===== src/rtl/btn_sel_ctrl.sv =====
// Push-button front end for the display/datapath mux select.
// Each raw button is synchronized, debounced and edge-detected. A single clean
// press loads a latched 3-bit select. Multi-button presses are rejected until
// every button is released. An inactivity timeout returns the select to 3'b000.
module btn_sel_ctrl #(
    parameter int unsigned DB_LIMIT       = 1000000,
    parameter int unsigned DB_W           = 20,
    parameter int unsigned TIMEOUT_CYCLES = 500000000,
    parameter int unsigned TO_W           = 29
) (
    input  logic       clk,
    input  logic       rst,
    input  logic       btnU,
    input  logic       btnD,
    input  logic       btnR,
    input  logic       btnL,
    output logic [2:0] out2muxSel,
    output logic       sel_valid,
    output logic       sel_changed,
    output logic       btn_conflict
);

    // Last debounce count before the state flips: the flip happens on the
    // DB_LIMIT-th consecutive differing cycle.
    localparam logic [DB_W-1:0] DbLast = DB_W'(DB_LIMIT - 1);
    // Timeout fires while the counter holds TIMEOUT_CYCLES-1 and nothing is pressed.
    localparam logic [TO_W-1:0] ToLast =
        (TIMEOUT_CYCLES == 0) ? '0 : TO_W'(TIMEOUT_CYCLES - 1);
    localparam bit TimeoutEn = (TIMEOUT_CYCLES != 0);

    typedef enum logic [1:0] {
        StIdle,
        StActive,
        StBlocked
    } ctrlState_e;

    // ------------------------------------------------------------------
    // Synchronizer, bit order {U, D, R, L}
    // ------------------------------------------------------------------
    logic [3:0] btnRaw;
    logic [3:0] sync1Q;
    logic [3:0] sync2Q;

    assign btnRaw = {btnU, btnD, btnR, btnL};

    // Two-flop chain per button to tame metastability.
    always_ff @(posedge clk or posedge rst) begin
        if (rst) begin
            sync1Q <= '0;
            sync2Q <= '0;
        end else begin
            sync1Q <= btnRaw;
            sync2Q <= sync1Q;
        end
    end

    // ------------------------------------------------------------------
    // Debounce and press-edge detection
    // ------------------------------------------------------------------
    logic [DB_W-1:0] dbCntQ [4];
    logic [DB_W-1:0] dbCntD [4];
    logic [3:0]      dbStateQ;
    logic [3:0]      dbStateD;
    logic [3:0]      dbPrevQ;
    logic [3:0]      pressVec;

    // Count consecutive cycles the synchronized input disagrees with the
    // debounced state; any agreeing cycle restarts the count.
    always_comb begin
        dbStateD = dbStateQ;
        for (int i = 0; i < 4; i++) begin
            dbCntD[i] = '0;
            if (sync2Q[i] != dbStateQ[i]) begin
                if (dbCntQ[i] == DbLast) begin
                    dbStateD[i] = ~dbStateQ[i];
                end else begin
                    dbCntD[i] = dbCntQ[i] + DB_W'(1);
                end
            end
        end
    end

    // Debounce counters, debounced state and its one-cycle-delayed copy.
    always_ff @(posedge clk or posedge rst) begin
        if (rst) begin
            for (int i = 0; i < 4; i++) begin
                dbCntQ[i] <= '0;
            end
            dbStateQ <= '0;
            dbPrevQ  <= '0;
        end else begin
            for (int i = 0; i < 4; i++) begin
                dbCntQ[i] <= dbCntD[i];
            end
            dbStateQ <= dbStateD;
            dbPrevQ  <= dbStateQ;
        end
    end

    // Rising edge of the debounced state marks a press.
    assign pressVec = dbStateQ & ~dbPrevQ;

    // ------------------------------------------------------------------
    // Press classification
    // ------------------------------------------------------------------
    logic       pressOne;
    logic       heldOne;
    logic       validPress;
    logic       conflictDet;
    logic [2:0] pressSel;

    assign pressOne    = $onehot(pressVec);
    assign heldOne     = $onehot(dbStateQ);
    assign validPress  = pressOne && heldOne;
    assign conflictDet = (pressVec != 4'b0000) && !validPress;

    // Map a single pressed button to its select code.
    always_comb begin
        pressSel = 3'b000;
        unique case (pressVec)
            4'b0001: pressSel = 3'b100;  // L
            4'b0010: pressSel = 3'b101;  // R
            4'b0100: pressSel = 3'b110;  // D
            4'b1000: pressSel = 3'b111;  // U
            default: pressSel = 3'b000;
        endcase
    end

    // ------------------------------------------------------------------
    // Select FSM
    // ------------------------------------------------------------------
    ctrlState_e      stateQ;
    ctrlState_e      stateD;
    logic [2:0]      selQ;
    logic [2:0]      selD;
    logic            validQ;
    logic            validD;
    logic            changedQ;
    logic            changedD;
    logic            conflictQ;
    logic            conflictD;
    logic [TO_W-1:0] toCntQ;
    logic [TO_W-1:0] toCntD;

    // Next-state and registered-output decision. Conflict is checked first so
    // a rejected press never loads the select; a valid press beats timeout.
    always_comb begin
        stateD    = stateQ;
        selD      = selQ;
        validD    = validQ;
        changedD  = 1'b0;
        conflictD = 1'b0;
        toCntD    = toCntQ;
        unique case (stateQ)
            StIdle, StActive: begin
                if (conflictDet) begin
                    // Select, valid and timeout count are all frozen.
                    conflictD = 1'b1;
                    stateD    = StBlocked;
                end else if (validPress) begin
                    selD     = pressSel;
                    validD   = 1'b1;
                    changedD = (pressSel != selQ);
                    toCntD   = '0;
                    stateD   = StActive;
                end else if (stateQ == StActive && TimeoutEn) begin
                    if (toCntQ == ToLast) begin
                        selD     = 3'b000;
                        validD   = 1'b0;
                        changedD = 1'b1;
                        toCntD   = '0;
                        stateD   = StIdle;
                    end else begin
                        toCntD = toCntQ + TO_W'(1);
                    end
                end
            end
            StBlocked: begin
                // Wait for every button to be released before accepting input.
                if (dbStateQ == 4'b0000) begin
                    stateD = validQ ? StActive : StIdle;
                end
            end
            default: begin
                stateD = StIdle;
            end
        endcase
    end

    // State, select, flags and timeout counter registers.
    always_ff @(posedge clk or posedge rst) begin
        if (rst) begin
            stateQ    <= StIdle;
            selQ      <= 3'b000;
            validQ    <= 1'b0;
            changedQ  <= 1'b0;
            conflictQ <= 1'b0;
            toCntQ    <= '0;
        end else begin
            stateQ    <= stateD;
            selQ      <= selD;
            validQ    <= validD;
            changedQ  <= changedD;
            conflictQ <= conflictD;
            toCntQ    <= toCntD;
        end
    end

    assign out2muxSel   = selQ;
    assign sel_valid    = validQ;
    assign sel_changed  = changedQ;
    assign btn_conflict = conflictQ;

endmodule


===== config.mk =====
export PLATFORM = sky130hd
export DESIGN_NAME = btn_sel_ctrl
export DESIGN_NICKNAME = d
export VERILOG_FILES = /design/src/rtl/btn_sel_ctrl.sv
export SDC_FILE = /design/constraint.sdc
export NUM_CORES = 1
export LEC_CHECK = 0
export CORE_AREA = 2 2 113 115
export DETAILED_ROUTE_END_ITERATION = 7
export DIE_AREA = 0 0 115 117
export PLACE_DENSITY = 0.7
export SYNTH_ARGS = -nofsm -noshare
export SYNTH_HDL_FRONTEND = slang
export SYNTH_SLANG_ARGS = --single-unit

===== constraint.sdc =====
create_clock -name clk -period 8 [get_ports clk]
set_clock_uncertainty 0.1 [all_clocks]
set_input_delay 2.4 -clock clk [delete_from_list [all_inputs] [get_ports clk]]
set_output_delay 2.4 -clock clk [all_outputs]
set_load 0.01 [all_outputs]

==> impl_metrics.py <==
metrics = {
    "run_status": {
        "outcome": "finished, final reports clean",
    },
    "detailed_routing": {
        "wl_per_cell_um": 14.6,
        "drc": 0,
        "drtAntennaViolNets": 0,
        "dr.pass1.iters": 4,
        "finalWirelength_um": 12300,
        "routed_via_density": 5.68,
        "num_vias": 4783,
        "drt_iter0_markers": 310,
    },
    "power_and_ir_drop": {
        "power.leakage_nw": 3.14,
        "peakVddDrop_v": 0.000203,
        "power_density_nw_per_um2": 202,
    },
    "synthesis": {
        "syn_area_um2": 6550,
        "synth_top_cell_area_share_pct": 50.8,
        "synth.net_count": 687,
        "syn_inst": 666,
        "avgSynthCellArea_um2": 9.83,
        "synth_edf_count": 0,
        "yosys_warnings": 0,
        "synth_top_area_cell": "dfrtp_1",
        "ys.flop_type": "dfrtp_1",
        "ys_types": 54,
        "ys_seq_elements": 133,
        "synthTopCellsByArea": "dfrtp_1 (51%), xor2_1 (6.6%), nor2_1 (6.0%)",
        "ys_seq_area_share_pct": 50.8,
        "async_flop_share_pct": 100,
    },
    "setup_path": {
        "crit_path_top_delay_cell": "clkdlybuf4s50_1",
        "worst-path-buf-inv": 1,
        "worstSetupEndpointType": "output port",
        "cp-start-kind": "flip-flop",
        "cp_top_family": "buffers and inverters",
        "cp_cell_sequence": "clkdlybuf4s50_1",
        "required_ns": 5.50,
        "cp_max_fo": 4,
        "worst-setup-path-type": "flip-flop to output port",
        "cp.arrival_ns": 1.43,
        "cpPeakStageDelay_ns": 0.57,
    },
    "die": {
        "fp.dieArea_um2": 13500,
        "num_rows": 41,
        "fp.dieH_um": 117,
        "core_um2": 12300,
        "io_pins": 12,
        "fp.dieW_um": 115,
        "initial_core_util_pct": 53.2,
    },
    "placed_design": {
        "place_congestion": 0.777,
        "numPortBuffers": 11,
        "dp_hpwl_um": 8040,
    },
    "clock_network": {
        "path_clk_slew_ns": 0.06,
        "post-cts-setup-buffers": 0,
        "htree_levels": 4,
        "cts_tree": "built",
        "cts_buffers": 17,
        "post_cts_resized": 0,
        "cts_sinks": 133,
        "cts-root-buf": "clkbuf_16",
        "insertion_delay_ns": 0.42,
        "cts.path.max_buffers": 2,
        "ctsHoldBuffers": 0,
    },
    "global_route": {
        "grt_pass1_vias": 4875,
        "grt_pass1_wl_um": 21900,
        "grt.total_usage_pct": 20.5,
        "grt_start_max_net_pins": 75,
        "antenna_found_initial": 0,
        "grt-ovfl-total": 0,
    },
    "min_path": {
        "hp-class": "flip-flop to flip-flop",
    },
    "cells_and_area": {
        "diodes": 0,
        "final_common_cell": "dfrtp_1",
        "layout_common_cells": "dfrtp_1 (133), nor2_1 (104), nand2_1 (54)",
        "drive_gt1_share_pct": 7.08,
        "area_delta_synth_final_pct": 12.3,
        "fin_nets": 700,
    },
    "sta": {
        "fin_crit_sh_pct": 49.1,
        "holdWs_ns": 0.250,
        "relSlewSlack_pct": 24.0,
        "min_period_ns": 3.93,
        "max_freq_ghz": 0.255,
        "hold_viol": 0,
        "drv_slew": 0,
        "finalSetupViolCount": 0,
        "rsz0062_at_grt": "false",
        "tightest_slew_ns": 1.13,
        "tns_ns": 0,
    },
    "flow_run": {
        "cap_violations": 0,
    },
}
-- cells in the mapped netlist (all sizes together), types with 13 or more instances --
cell	n
a21oi	21
and3	13
dfrtp	133
ha	14
inv	29
nand2	54
nand3	39
nand4	19
nor2	104
nor4	14
o21ai	19
xnor2	39
xor2	49
-- flip-flops by register name (all words and copies together), names as in the netlist --
register	count
stateQ	2
toCntQ	29
dbPrevQ	4
dbCntQ	80
sel_valid	1
sync1Q	4
dbStateQ	4
sel_changed	1
btn_conflict	1
out2muxSel	3
sync2Q	4
-- area by class of cell --
class	count	area [um2]
fillers	1051	4960
clock buffers	20	457
clock inverters	12	130
well taps	150	188
multi-input cells	486	3020
repair buffers	12	118
flip-flops and latches	133	3330
inverters	29	111
-- power by group --
group / switching [W] / total [W] / internal (W)
Combinational: 0.0000240 / 0.0000326 / 0.00000861
Sequential: 0.00000649 / 0.000687 / 0.000680
Clock: 0.000289 / 0.000763 / 0.000474
Total: 0.000320 / 0.00148 / 0.00116
-- stage by stage --
| step | setup slack (ns) | total power [W] | instance area, um2 | util, % | std cells |
|---|---|---|---|---|---|
| after floorplan | 1.95 | 0.000722 | 6550 | - | 666 |
| after global routing | 3.79 | 0.00153 | 7350 | 59.7 | 842 |
| after CTS | 4.00 | 0.00150 | 7350 | 59.7 | 842 |
| after global placement | 3.58 | 0.000731 | 6770 | 54.9 | 810 |
| after detailed placement | 3.55 | 0.000732 | 6770 | 54.9 | 810 |
| final | 4.08 | 0.00148 | 7350 | 59.7 | 842 |
-- worst paths after layout --
path,startpoint,end,slack [ns],cells after the start
min reg2reg,sync1Q[0]$_DFF_PP0_,sync2Q[0]$_DFF_PP0_,0.25,0
min,sync1Q[0]$_DFF_PP0_,sync2Q[0]$_DFF_PP0_,0.25,0
min in group asynchronous,rst,sync1Q[2]$_DFF_PP0_,2.40,2
max reg2reg,dbStateQ[0]$_DFFE_PP0P_,out2muxSel[2]$_DFFE_PP0P_,4.13,10
max,out2muxSel[2]$_DFFE_PP0P_,out2muxSel[2],4.08,1
max in group asynchronous,rst,toCntQ[21]$_DFFE_PP0P_,4.14,3
-- logic make-up (layout without fill, tap and decap cells) --
family,count (synthesis),count (layout),synth area share [%]
adders and majority gates,15,15,2.98
DFF,133,133,50.8
and+or+nand+nor,315,315,24.8
muxes,1,1,0.172
buffers and inverters,47,73,3.04
AOI/OAI and AO/OA,67,67,6.40
xor gates and xnor gates,88,88,11.8
-- per-layer routing --
| metal | GRT usage (%) | up-vias | routed length, um |
|---|---|---|---|
| met4 | 8.59 | 0 | 201 |
| met2 | 35.0 | 57 | 6100 |
| met3 | 4.99 | 14 | 346 |
| met5 | 0 | - | 0 |
| li1 | - | 2320 | - |
| met1 | 25.0 | 2392 | 5670 |
(Power assumes the default switching activity.)
==> patch 1 (same settings) <==
`DB_W`: 20 -> 10.
--- a/src/rtl/btn_sel_ctrl.sv
+++ b/src/rtl/btn_sel_ctrl.sv
@@ -4,7 +4,7 @@
 // every button is released. An inactivity timeout returns the select to 3'b000.
 module btn_sel_ctrl #(
     parameter int unsigned DB_LIMIT       = 1000000,
-    parameter int unsigned DB_W           = 20,
+    parameter int unsigned DB_W           = 10,
     parameter int unsigned TIMEOUT_CYCLES = 500000000,
     parameter int unsigned TO_W           = 29
 ) (
Formal check against the unedited RTL: same outputs for any inputs over 10 cycles, from zero or initial values and one cycle with rst high; that may be too few to reach the edited logic, so the function may still have changed.
==> patch 1 against the unedited design <==
Routed wire length down 36%. Sequential cell count down 40. Non-clock buffer count up 2. Combinational power down 26%. Design area down 31%. Total power down 38%. Utilization down 19 points. Cell count down 28%. Via count down 37%. Sequential power down 30%. Maximum frequency down 7.4%. Clock power down 45%. Setup slack worse by 0.31 ns. Synthesized area down 31%. Critical path type is now reg2reg. Largest power group is now registers. Highest routed layer unchanged.
==> patch 1: results (changes against the unedited design) <==
Synth area leaders - dfrtp_1, nor2_1, xor2_1, xnor2_1, ha_1
layout cells sized above 1 - 0.07174 (+0.0009299)
Final GP Congestion - 0.8089 (+4.1%)
peak supply drop - 0.1018 mV (-50%)
CTS buffer count - 9 (-8)
Total Routed Length - 7.928 mm (-36%)
fin area - 5037 sq um (-31%)
Non-clock inverters - 20 (-31%)
met2 Use GR - 0.2149 (-0.1353)
mux contribution to synthesized area - 0.004741 (+0.003021)
#MultiIn Comb - 317 (-35%)
adder-cell area share of the yosys netlist - 0.04462 (+0.01481)
vias per cell - 4.946 (-13%)
Slew @ Worst Pin - 0.9579 ns (-0.1720 ns)
status - finished clean
post-synthesis compound-gate area fraction - 0.04044 (-0.02358)
GR Util met1 - 0.1637 (-0.08613)
syn nets - 463 (-33%)
Non-CTS buffers - 14 (+2)
clk_lat worst skew - 0.35 ns (-0.07 ns)
Worst Path Arrival - 4.37 ns (+2.94 ns)
CP endpoint - toCntQ[12]
met2 wire len - 3.872 mm (-37%)
first-pass GRT wire length - 13.99 mm (-36%)
met3 Use GR - 0.04480 (-0.005149)
largest registers - dbCntQ x40, toCntQ x29
fin nets - 475 (-32%)
FFs & Latches - 93 (-30%)
Post-Place Cells - 594 (-27%)
post-synthesis xor/xnor area fraction - 0.1191 (+0.001360)
Pleak - 2.313 nW (-26%)
## patch 1: worst min path at each step
| stage | from | to | slack [ns] | cells past startpoint |
|---|---|---|---|---|
| 3_5_place_dp | sync1Q[3] | sync2Q[3] | 0.23 | 0 |
| 6_report | sync1Q[2] | sync2Q[2] | 0.25 | 0 |
| 3_3_place_gp | sync1Q[2] | sync2Q[2] | 0.23 | 0 |
| 5_1_grt | sync1Q[0] | sync2Q[0] | 0.27 | 0 |
| 2_1_floorplan | sync1Q[0] | sync2Q[0] | 0.23 | 0 |
| 4_1_cts | sync1Q[2] | sync2Q[2] | 0.25 | 0 |
## patch 1: power groups by stage
stage	sequential, W	combinational [W]	clock (W)
final	0.000482	0.0000242	0.000418
after global routing	0.000483	0.0000290	0.000456
after CTS	0.000482	0.0000257	0.000429
after detailed placement	0.000491	0.0000256	0
after global placement	0.000491	0.0000245	0
after floorplan	0.000490	0.0000182	0
==> patch 2 (same settings) <==
Without the edit above. Reset style: synchronous (`rst`), changed in 3 clocked blocks.
--- a/src/rtl/btn_sel_ctrl.sv
+++ b/src/rtl/btn_sel_ctrl.sv
@@ -44,7 +44,7 @@
     assign btnRaw = {btnU, btnD, btnR, btnL};
 
     // Two-flop chain per button to tame metastability.
-    always_ff @(posedge clk or posedge rst) begin
+    always_ff @(posedge clk) begin
         if (rst) begin
             sync1Q <= '0;
             sync2Q <= '0;
@@ -81,7 +81,7 @@
     end
 
     // Debounce counters, debounced state and its one-cycle-delayed copy.
-    always_ff @(posedge clk or posedge rst) begin
+    always_ff @(posedge clk) begin
         if (rst) begin
             for (int i = 0; i < 4; i++) begin
                 dbCntQ[i] <= '0;
@@ -188,7 +188,7 @@
     end
 
     // State, select, flags and timeout counter registers.
-    always_ff @(posedge clk or posedge rst) begin
+    always_ff @(posedge clk) begin
         if (rst) begin
             stateQ    <= StIdle;
             selQ      <= 3'b000;
Function: no difference found for any inputs over 10 cycles, from zero or initial values and one cycle with rst high; that may be too few to reach the edited logic, so the function may still have changed.
==> patch 2 against the unedited design <==
Sequential cell count is the same. Synthesized area shrank 7.9%. Sequential share of layout area shrank 6.3 points. Design area shrank 7.0%. Via count shrank 5.6%. Routed wire length shrank 11%. Setup slack lost 0.50 ns. Maximum frequency shrank 11%. Synthesized cell count grew 1.5%. Critical path depth grew 5. Critical endpoint is now toCntQ[23].
Power is not compared: it rests on default switching activity, and its combinational part moved more than twofold at a synthesized area within 25%.
==> patch 2: results (changes against the unedited design) <==
Slew @ Worst Pin - 0.9708 ns (-0.1591 ns)
Routed WL per cell - 12.97 um (-11%)
asr flop ratio synth - 0 (-1.000)
antenna violations before repair - 0 (unchanged)
FF-to-FF setup slack - 4.29 ns (+0.16 ns)
worst stage delay on the critical path - 0.91 ns (+0.34 ns)
RR Endpoint - toCntQ[13]
Hold Crit Depth - 1 (+1)
period utilization - 0.5537 (+0.06306)
most instantiated cells after synthesis - nor2_1, dfxtp_1, xor2_1
Total Routed Length - 10.98 mm (-11%)
Reg2Reg Depth - 11 (+1)
worst hold path startpoint - sync1Q[1]
Final GP Congestion - 0.8214 (+5.7%)
first-pass GRT wire length - 19.18 mm (-13%)
Synth area leaders - dfxtp_1, nor2_1, xor2_1, xnor2_1, nand3_1
vias in the first global route - 4336 (-11%)
Setup WS pre-CTS - 3.098 ns (-0.4512 ns)
Worst Path Arrival - 4.69 ns (+3.26 ns)
initial DRC count - 261 (-16%)
WHS - 0.3411 ns (+0.09073 ns)
HPWL Detailed - 7.469 mm (-7.1%)
fin nets - 706 (+0.86%)
multi-input logic area - 3161 sq um (+4.6%)
DP Area - 6192 sq um (-8.5%)
CP Max Fanout - 29 (+25)
Post-Place Cells - 816 (+0.74%)
Worst Hold Path EP - sync2Q[1]
Fill cells - 1081 (+2.9%)
layout cells sized above 1 - 0.06322 (-0.007591)
largest net degree at the start of global routing - 30 (-60%)
CP startpoint - rst
Top FF cell, synth - dfxtp_1
status - finished clean
Synth Instances - 676 (+1.5%)
worst r2r src - dbStateQ[3]
Overall Global Routing Usage - 0.1777 (-0.02708)
==> patch 2: changes by cell type in the layout (fill, tap and decap cells not counted), moves of 7 or more <==
cell     before  now
nand3_1      36   47
nor2b_1       2   13
a21oi_1      21    8
inv_1        28   19
dfrtp_1     133    0
xnor2_1      39   46
nor2_1      104  138
dfxtp_1       0  133
or4_1        10    2
and3_1       13   23
o21ai_0      18    5
nand2_1      54   42
o31ai_1       9    1
==> patch 2: worst max-delay path: cells and delay by family <==
kind / cells / cell delay [ns]
buffers and inverters: 1 / 0.91
and+or+nand+nor: 5 / 1.37
==> patch 2: per-layer routing <==
| layer | GRT usage | vias to the layer above | wire [um] |
|---|---|---|---|
| met4 | 0.08112 | 0 | 239 |
| met1 | 0.2095 | 2131 | 5030 |
| li1 | - | 2314 | - |
| met3 | 0.05149 | 16 | 301 |
| met2 | 0.3012 | 56 | 5404 |
| met5 | 0 | - | 0 |
==> patch 2: cell type report <==
cell class | instances | area share
flip-flops and latches | 133 | 0.3895
well taps | 150 | 0.02745
multi-input cells | 503 | 0.4623
clock buffers | 20 | 0.06827
inverters | 19 | 0.01043
repair buffers | 11 | 0.01611
clock inverters | 10 | 0.02599
==> patch 2: kinds of logic (layout without fill, tap and decap cells) <==
family,count (synthesis),in the layout,share of synthesized area
DFF,133,133,0.4417
adders and majority gates,15,15,0.03362
AOI/OAI and AO/OA,28,28,0.03425
buffers and inverters,40,60,0.03404
muxes,5,5,0.008303
and+or+nand+nor,357,357,0.3057
xor gates and xnor gates,98,98,0.1424
==> patch 2: where the power goes <==
part	switching (W)	internal (W)	total, W
clock network	0.000270	0.000571	0.000841
logic	0.00000901	0.00000471	0.0000137
registers	0.00000127	0.000665	0.000667
total	0.000280	0.00124	0.00152
